**src/rtl/gcm_decrypt_ctrl.sv**
```systemverilog
// gcm_decrypt_ctrl: AES-GCM decrypt-and-verify sequencer driving external AES and GHASH cores
module gcm_decrypt_ctrl #(
   parameter int CNT_W = 16
) (
   input  logic             clk,
   input  logic             reset_n,
   input  logic             start,
   input  logic [95:0]      iv,
   input  logic [CNT_W-1:0] ad_nblk,
   input  logic [CNT_W-1:0] ct_nblk,
   input  logic [127:0]     tag_in,
   input  logic             in_valid,
   output logic             in_ready,
   input  logic [127:0]     in_data,
   output logic             out_valid,
   input  logic             out_ready,
   output logic [127:0]     out_data,
   output logic             aes_req,
   output logic [127:0]     aes_block,
   input  logic             aes_ack,
   input  logic [127:0]     aes_result,
   output logic             gh_req,
   output logic [127:0]     gh_x,
   input  logic             gh_ack,
   input  logic [127:0]     gh_y,
   output logic             busy,
   output logic             done,
   output logic             auth_ok
);
   typedef enum logic [3:0] {IDLE, J0, AD_WAIT, AD_MUL, CT_WAIT, CT_PROC, CT_OUT, LEN, TAG} state_t;
   state_t           state;
   logic [95:0]      iv_r;
   logic [CNT_W-1:0] ad_n, ct_n, ad_cnt, ct_cnt;
   logic [127:0]     tag_r, y, ek_j0, ct_reg, ks;
   logic [31:0]      ctr32;
   logic             aes_got, gh_got;
   logic             aes_hit, gh_hit, aes_fin, gh_fin;
   logic [127:0]     len_blk, ks_now;

   // Acks only count while the matching request is outstanding; a block finishes once both cores answered
   assign aes_hit = aes_req & aes_ack;
   assign gh_hit  = gh_req & gh_ack;
   assign aes_fin = aes_got | aes_hit;
   assign gh_fin  = gh_got | gh_hit;
   assign ks_now  = aes_hit ? aes_result : ks;
   assign len_blk = {64'(ad_n) << 7, 64'(ct_n) << 7};

   // Sequencer: J0 encryption, GHASH over AD, CTR decrypt with parallel GHASH over CT, length block, tag check
   always_ff @(posedge clk or negedge reset_n) begin
      if (!reset_n) begin
         state     <= IDLE;
         iv_r      <= '0;
         ad_n      <= '0;
         ct_n      <= '0;
         ad_cnt    <= '0;
         ct_cnt    <= '0;
         tag_r     <= '0;
         y         <= '0;
         ek_j0     <= '0;
         ct_reg    <= '0;
         ks        <= '0;
         ctr32     <= '0;
         aes_got   <= 1'b0;
         gh_got    <= 1'b0;
         in_ready  <= 1'b0;
         out_valid <= 1'b0;
         out_data  <= '0;
         aes_req   <= 1'b0;
         aes_block <= '0;
         gh_req    <= 1'b0;
         gh_x      <= '0;
         busy      <= 1'b0;
         done      <= 1'b0;
         auth_ok   <= 1'b0;
      end else begin
         done <= 1'b0;
         case (state)
            IDLE: if (start) begin
               iv_r      <= iv;
               ad_n      <= ad_nblk;
               ct_n      <= ct_nblk;
               ad_cnt    <= ad_nblk;
               ct_cnt    <= ct_nblk;
               tag_r     <= tag_in;
               y         <= '0;
               ek_j0     <= '0;
               ctr32     <= 32'd2;
               auth_ok   <= 1'b0;
               busy      <= 1'b1;
               aes_req   <= 1'b1;
               aes_block <= {iv, 32'h00000001};
               state     <= J0;
            end
            J0: if (aes_hit) begin
               ek_j0   <= aes_result;
               aes_req <= 1'b0;
               if (ad_n != '0) begin
                  in_ready <= 1'b1;
                  state    <= AD_WAIT;
               end else if (ct_n != '0) begin
                  in_ready <= 1'b1;
                  state    <= CT_WAIT;
               end else
                  state <= LEN;
            end
            AD_WAIT: if (in_valid) begin
               in_ready <= 1'b0;
               gh_req   <= 1'b1;
               gh_x     <= y ^ in_data;
               state    <= AD_MUL;
            end
            AD_MUL: if (gh_hit) begin
               gh_req <= 1'b0;
               y      <= gh_y;
               ad_cnt <= ad_cnt - CNT_W'(1);
               if (ad_cnt != CNT_W'(1)) begin
                  in_ready <= 1'b1;
                  state    <= AD_WAIT;
               end else if (ct_n != '0) begin
                  in_ready <= 1'b1;
                  state    <= CT_WAIT;
               end else
                  state <= LEN;
            end
            CT_WAIT: if (in_valid) begin
               in_ready  <= 1'b0;
               ct_reg    <= in_data;
               aes_req   <= 1'b1;
               aes_block <= {iv_r, ctr32};
               gh_req    <= 1'b1;
               gh_x      <= y ^ in_data;
               aes_got   <= 1'b0;
               gh_got    <= 1'b0;
               state     <= CT_PROC;
            end
            CT_PROC: begin
               if (aes_hit) begin
                  aes_req <= 1'b0;
                  aes_got <= 1'b1;
                  ks      <= aes_result;
               end
               if (gh_hit) begin
                  gh_req <= 1'b0;
                  gh_got <= 1'b1;
                  y      <= gh_y;
               end
               if (aes_fin && gh_fin) begin
                  out_data  <= ct_reg ^ ks_now;
                  out_valid <= 1'b1;
                  ctr32     <= ctr32 + 32'd1;
                  state     <= CT_OUT;
               end
            end
            CT_OUT: if (out_ready) begin
               out_valid <= 1'b0;
               ct_cnt    <= ct_cnt - CNT_W'(1);
               if (ct_cnt == CNT_W'(1))
                  state <= LEN;
               else begin
                  in_ready <= 1'b1;
                  state    <= CT_WAIT;
               end
            end
            LEN: if (!gh_req) begin
               gh_req <= 1'b1;
               gh_x   <= y ^ len_blk;
            end else if (gh_ack) begin
               gh_req <= 1'b0;
               y      <= gh_y;
               state  <= TAG;
            end
            TAG: begin
               auth_ok <= ~|(y ^ ek_j0 ^ tag_r);
               done    <= 1'b1;
               busy    <= 1'b0;
               state   <= IDLE;
            end
            default: state <= IDLE;
         endcase
      end
   end
endmodule
```
**config.mk**
```make
export PLATFORM = sky130hd
export DESIGN_NAME = gcm_decrypt_ctrl
export DESIGN_NICKNAME = d
export VERILOG_FILES = /design/src/rtl/gcm_decrypt_ctrl.sv
export SDC_FILE = /design/constraint.sdc
export NUM_CORES = 2
export LEC_CHECK = 0
export CAP_MARGIN = 25
export CORE_AREA = 2 2 399 401
export DETAILED_ROUTE_END_ITERATION = 10
export DIE_AREA = 0 0 401 403
export SLEW_MARGIN = 20
export SYNTH_ARGS = -nofsm -noshare
export SYNTH_HDL_FRONTEND = slang
export SYNTH_SLANG_ARGS = --single-unit
```
**constraint.sdc**
```tcl
create_clock -name clk -period 3.24 [get_ports clk]
set_input_delay 0.486 -clock clk [delete_from_list [all_inputs] [get_ports clk]]
set_output_delay 0.486 -clock clk [all_outputs]
set_load 0.01 [all_outputs]
```
==> run summary <==
• result of the run: complete, no violations
• share of synthesized registers carrying an async set or reset: 100%
• PwrDens: 843 mW/mm^2
• element type at the critical path start: flip-flop
• Port Buffers: 1,037
• dominant cell by count in the synthesized netlist: sky130_fd_sc_hd__nand2_1
• data arrival time of the worst path: 3.41 ns
• worst max-slew margin expressed relative to the limit: 0.197%
• final clock skew: 0.0290 ns
• Boundary Pins: 1,038
• Worst Max-Slew Pin Slew: 1.50 ns
• Net count, final: 7,064
• biggest area consumer among synthesized cells: sky130_fd_sc_hd__dfrtp_1
• Layout area overhead: 34.1%
• die area: 0.162 sq mm
• die boundary height: 403 um
• area fraction of the dominant cell type after synthesis: 57.1%
• Final Worst Setup Slack: 0.480 ns
• CTS tree: done
• synthesized area divided by synthesized cell count: 9.94 sq um
• global-route wire length before repair: 318,000 um
• Ys Warns: 0
• antenna violations before repair: 94
• mean routed wirelength per cell: 25.9 um
• highest net fanout along the worst path: 76
• Placement Rows: 146
• pin count of the biggest net entering global routing: 144
• clock latency on the worst-skew pair: 0.77 ns
• Detailed Route WL: 224,000 um
• sequential cell fraction of total power: 39.4%
• number of buffers created by CTS: 143
• period utilization: 85.2%
• maximum operating frequency: 362 MHz
• GRT Overall Usage: 27.2%
• gpl congestion: 0.927
• leakage dissipation: 34.1 nW
• core area: 0.157 sq mm
• proportion of total power due to net switching: 37.1%
• leading cell types by total area after synthesis: sky130_fd_sc_hd__dfrtp_1 57%, sky130_fd_sc_hd__nand2_1 14%, sky130_fd_sc_hd__mux2i_1 4.8%, sky130_fd_sc_hd__xor2_1 4.6%, sky130_fd_sc_hd__o21ai_0 2.9%
• Commonest cells post-synth: 1,968 x sky130_fd_sc_hd__nand2_1, 1,229 x sky130_fd_sc_hd__dfrtp_1, 315 x sky130_fd_sc_hd__o21ai_0, 284 x sky130_fd_sc_hd__xor2_1, 257 x sky130_fd_sc_hd__mux2i_1
• post-synthesis net count: 6,075
• internal power of the cells: 38.3 mW
• RSZ-0062 raised after global routing: no
• max_cap viols: 0
• post-detailed-route via-to-cell ratio: 5.08
• count of vias placed by the detailed router: 43,900
• relative contribution of the clock network to total power: 27.4%
• count of final setup violators: 0
• Hold Violations, Final: 0
• most instantiated flip-flop cell in the synthesis netlist: sky130_fd_sc_hd__dfrtp_1
• final count of pins violating max slew: 0
• instance count of the mapped netlist: 5,423
• Cell variety after synth: 71
• start-to-end type of the worst setup path: reg2reg
• ordered list of cells on the worst path: buf_4 > nand2b_1 > nor3_2 > buf_12 > nand2_4 > buf_12 > mux2_2
• logic gate share of total power: 33.2%
• number of enable flip-flop cells after synthesis: 0
• final sum of negative setup slack: 0 ns
• worst hold path class: in2reg
• total number of clock tree sinks: 1,229
• die boundary width: 401 um
• Clock Tree Root: sky130_fd_sc_hd__clkbuf_16
• Initial DRT Pass Iterations: 6
• vias in the first global route: 43,900
• most frequent CP cell: sky130_fd_sc_hd__buf_12
• proportion of layout cells with a drive suffix above 1: 7.79%
• Clk pin slew, worst setup/hold paths: 0.06 ns
• H-tree depth reported by CTS: 4
• pre-CTS worst setup slack: 0.390 ns
• maximum vdd ir drop: 551 uV
• post-DP HPWL: 166,000 um
• P_sw: 22.6 mW
• sequential-to-total area share from yosys stat: 57.1%
• slowest library cell on the worst path: sky130_fd_sc_hd__dfrtp_1
• data required time at the worst endpoint: 3.89 ns
• effective utilization at floorplan: 34.2%
• initial drt markers: 3,518
• Slowest Stage Delay on Critical Path: 0.51 ns
• number of remaining DRC errors: 0
• Critical Path End Type: flip-flop
• flops & latches, synth: 1,229
• buffers from clock root to sink, at most: 3
• post-synthesis cell area: 0.0539 sq mm
• count of nets left with antenna violations after detail routing: 0
• fin crit period: 2.76 ns
• sum of overflow across all layers after global routing: 0
## final timing paths
path	start	endpoint	slack [ns]	depth (start not counted)
worst max-delay path	state[3]$_DFFE_PN0P_	ct_reg[50]$_DFFE_PN0P_	0.48	7
worst max register to register	state[3]$_DFFE_PN0P_	ct_reg[50]$_DFFE_PN0P_	0.48	7
worst min register to register	iv_r[38]$_DFFE_PN0P_	iv_r[38]$_DFFE_PN0P_	0.47	2
max in group asynchronous	reset_n	tag_r[95]$_DFFE_PN0P_	1.64	3
min in group asynchronous	reset_n	ek_j0[59]$_DFFE_PN0P_	0.30	2
worst min-delay path	tag_in[78]	tag_r[78]$_DFFE_PN0P_	0.24	3
## power by group through the flow
stage	Clock (mW)	Combinational, mW	Sequential (mW)
6_report	16.7	20.2	24.0
5_1_grt	17.6	21.8	24.5
4_1_cts	17.0	20.5	24.0
3_5_place_dp	0	20.4	24.1
3_3_place_gp	0	20.1	24.1
2_1_floorplan	0	9.21	23.3
## cell usage in the layout (no fill, tap or decap), types with 7 or more instances in the layout
cell type / n
sky130_fd_sc_hd__clkbuf_1: 27
sky130_fd_sc_hd__clkdlybuf4s50_1: 1036
sky130_fd_sc_hd__o211ai_1: 8
sky130_fd_sc_hd__nand3_1: 44
sky130_fd_sc_hd__xor2_1: 284
sky130_fd_sc_hd__mux2i_1: 257
sky130_fd_sc_hd__clkbuf_8: 37
sky130_fd_sc_hd__buf_4: 75
sky130_fd_sc_hd__bufinv_16: 9
sky130_fd_sc_hd__a22oi_1: 14
sky130_fd_sc_hd__nor3_1: 12
sky130_fd_sc_hd__nor2_1: 62
sky130_fd_sc_hd__clkinv_2: 19
sky130_fd_sc_hd__inv_1: 14
sky130_fd_sc_hd__mux2_2: 131
sky130_fd_sc_hd__o21ai_0: 315
sky130_fd_sc_hd__a2bb2oi_1: 10
sky130_fd_sc_hd__clkbuf_16: 145
sky130_fd_sc_hd__dfrtp_1: 1229
sky130_fd_sc_hd__a22o_1: 136
sky130_fd_sc_hd__xnor3_1: 16
sky130_fd_sc_hd__a21oi_1: 18
sky130_fd_sc_hd__a31oi_1: 7
sky130_fd_sc_hd__o2bb2ai_1: 14
sky130_fd_sc_hd__o22ai_1: 21
sky130_fd_sc_hd__xnor2_1: 142
sky130_fd_sc_hd__buf_12: 48
sky130_fd_sc_hd__o21ai_1: 238
sky130_fd_sc_hd__nand2_1: 1966
sky130_fd_sc_hd__nor4_1: 30
sky130_fd_sc_hd__nand4_1: 29
sky130_fd_sc_hd__diode_2: 48
## worst max-delay path: cells and delay by family (launching register included)
family / cells / cell delay [ns]
AND/OR/NAND/NOR: 3 / 0.56
buffers and inverters: 3 / 0.73
multiplexers: 1 / 0.50
flip-flops: 1 / 0.51
## cells by family after synthesis
family | after synthesis | share of synthesized area, %
DFF | 1229 | 57.1
AOI/OAI and AO/OA | 828 | 9.30
xor gates and xnor gates | 443 | 7.61
buffers and inverters | 331 | 2.32
muxes | 388 | 7.51
adders and majority gates | 5 | 0.116
and+or+nand+nor | 2199 | 16.1
## cell type report
class                           count  area, sq um
Antenna cell                       48          120
Clock buffer                      209         4240
Clock inverter                     44          591
Fill cell                       14900        85200
Inverter                           14         52.6
Multi-Input combinational cell   3863        22000
Sequential cell                  1229        30800
Tap cell                         2072         2590
Timing Repair Buffer             1161        11900
## per-stage QoR
stage               cell area [sq um]  std cells  total power, mW  util [%]  hold WS, ns
floorplan                       53900       5423             32.5         -        0.190
global placement                67300       8338             44.2      42.7        0.457
detailed placement              67300       8338             44.5      42.7        0.460
finish                          72300       8640             60.9      45.9        0.242
global route                    72300       8631             63.9      45.9        0.219
CTS                             72200       8592             61.4      45.8        0.187
## routing by layer
| metal | global-route usage, % | wire, um |
|---|---|---|
| met5 | 0 | 483 |
| met4 | 11.6 | 8840 |
| met1 | 34.3 | 90500 |
| met2 | 43.1 | 104000 |
| met3 | 8.65 | 19800 |
## repair_timing
item	CTS	global route
buffers inserted	0	0
hold endpoints to repair	71	0
gates resized for setup	0	0
hold buffers	1	0
No activity file was read; power rests on OpenSTA's default activity.
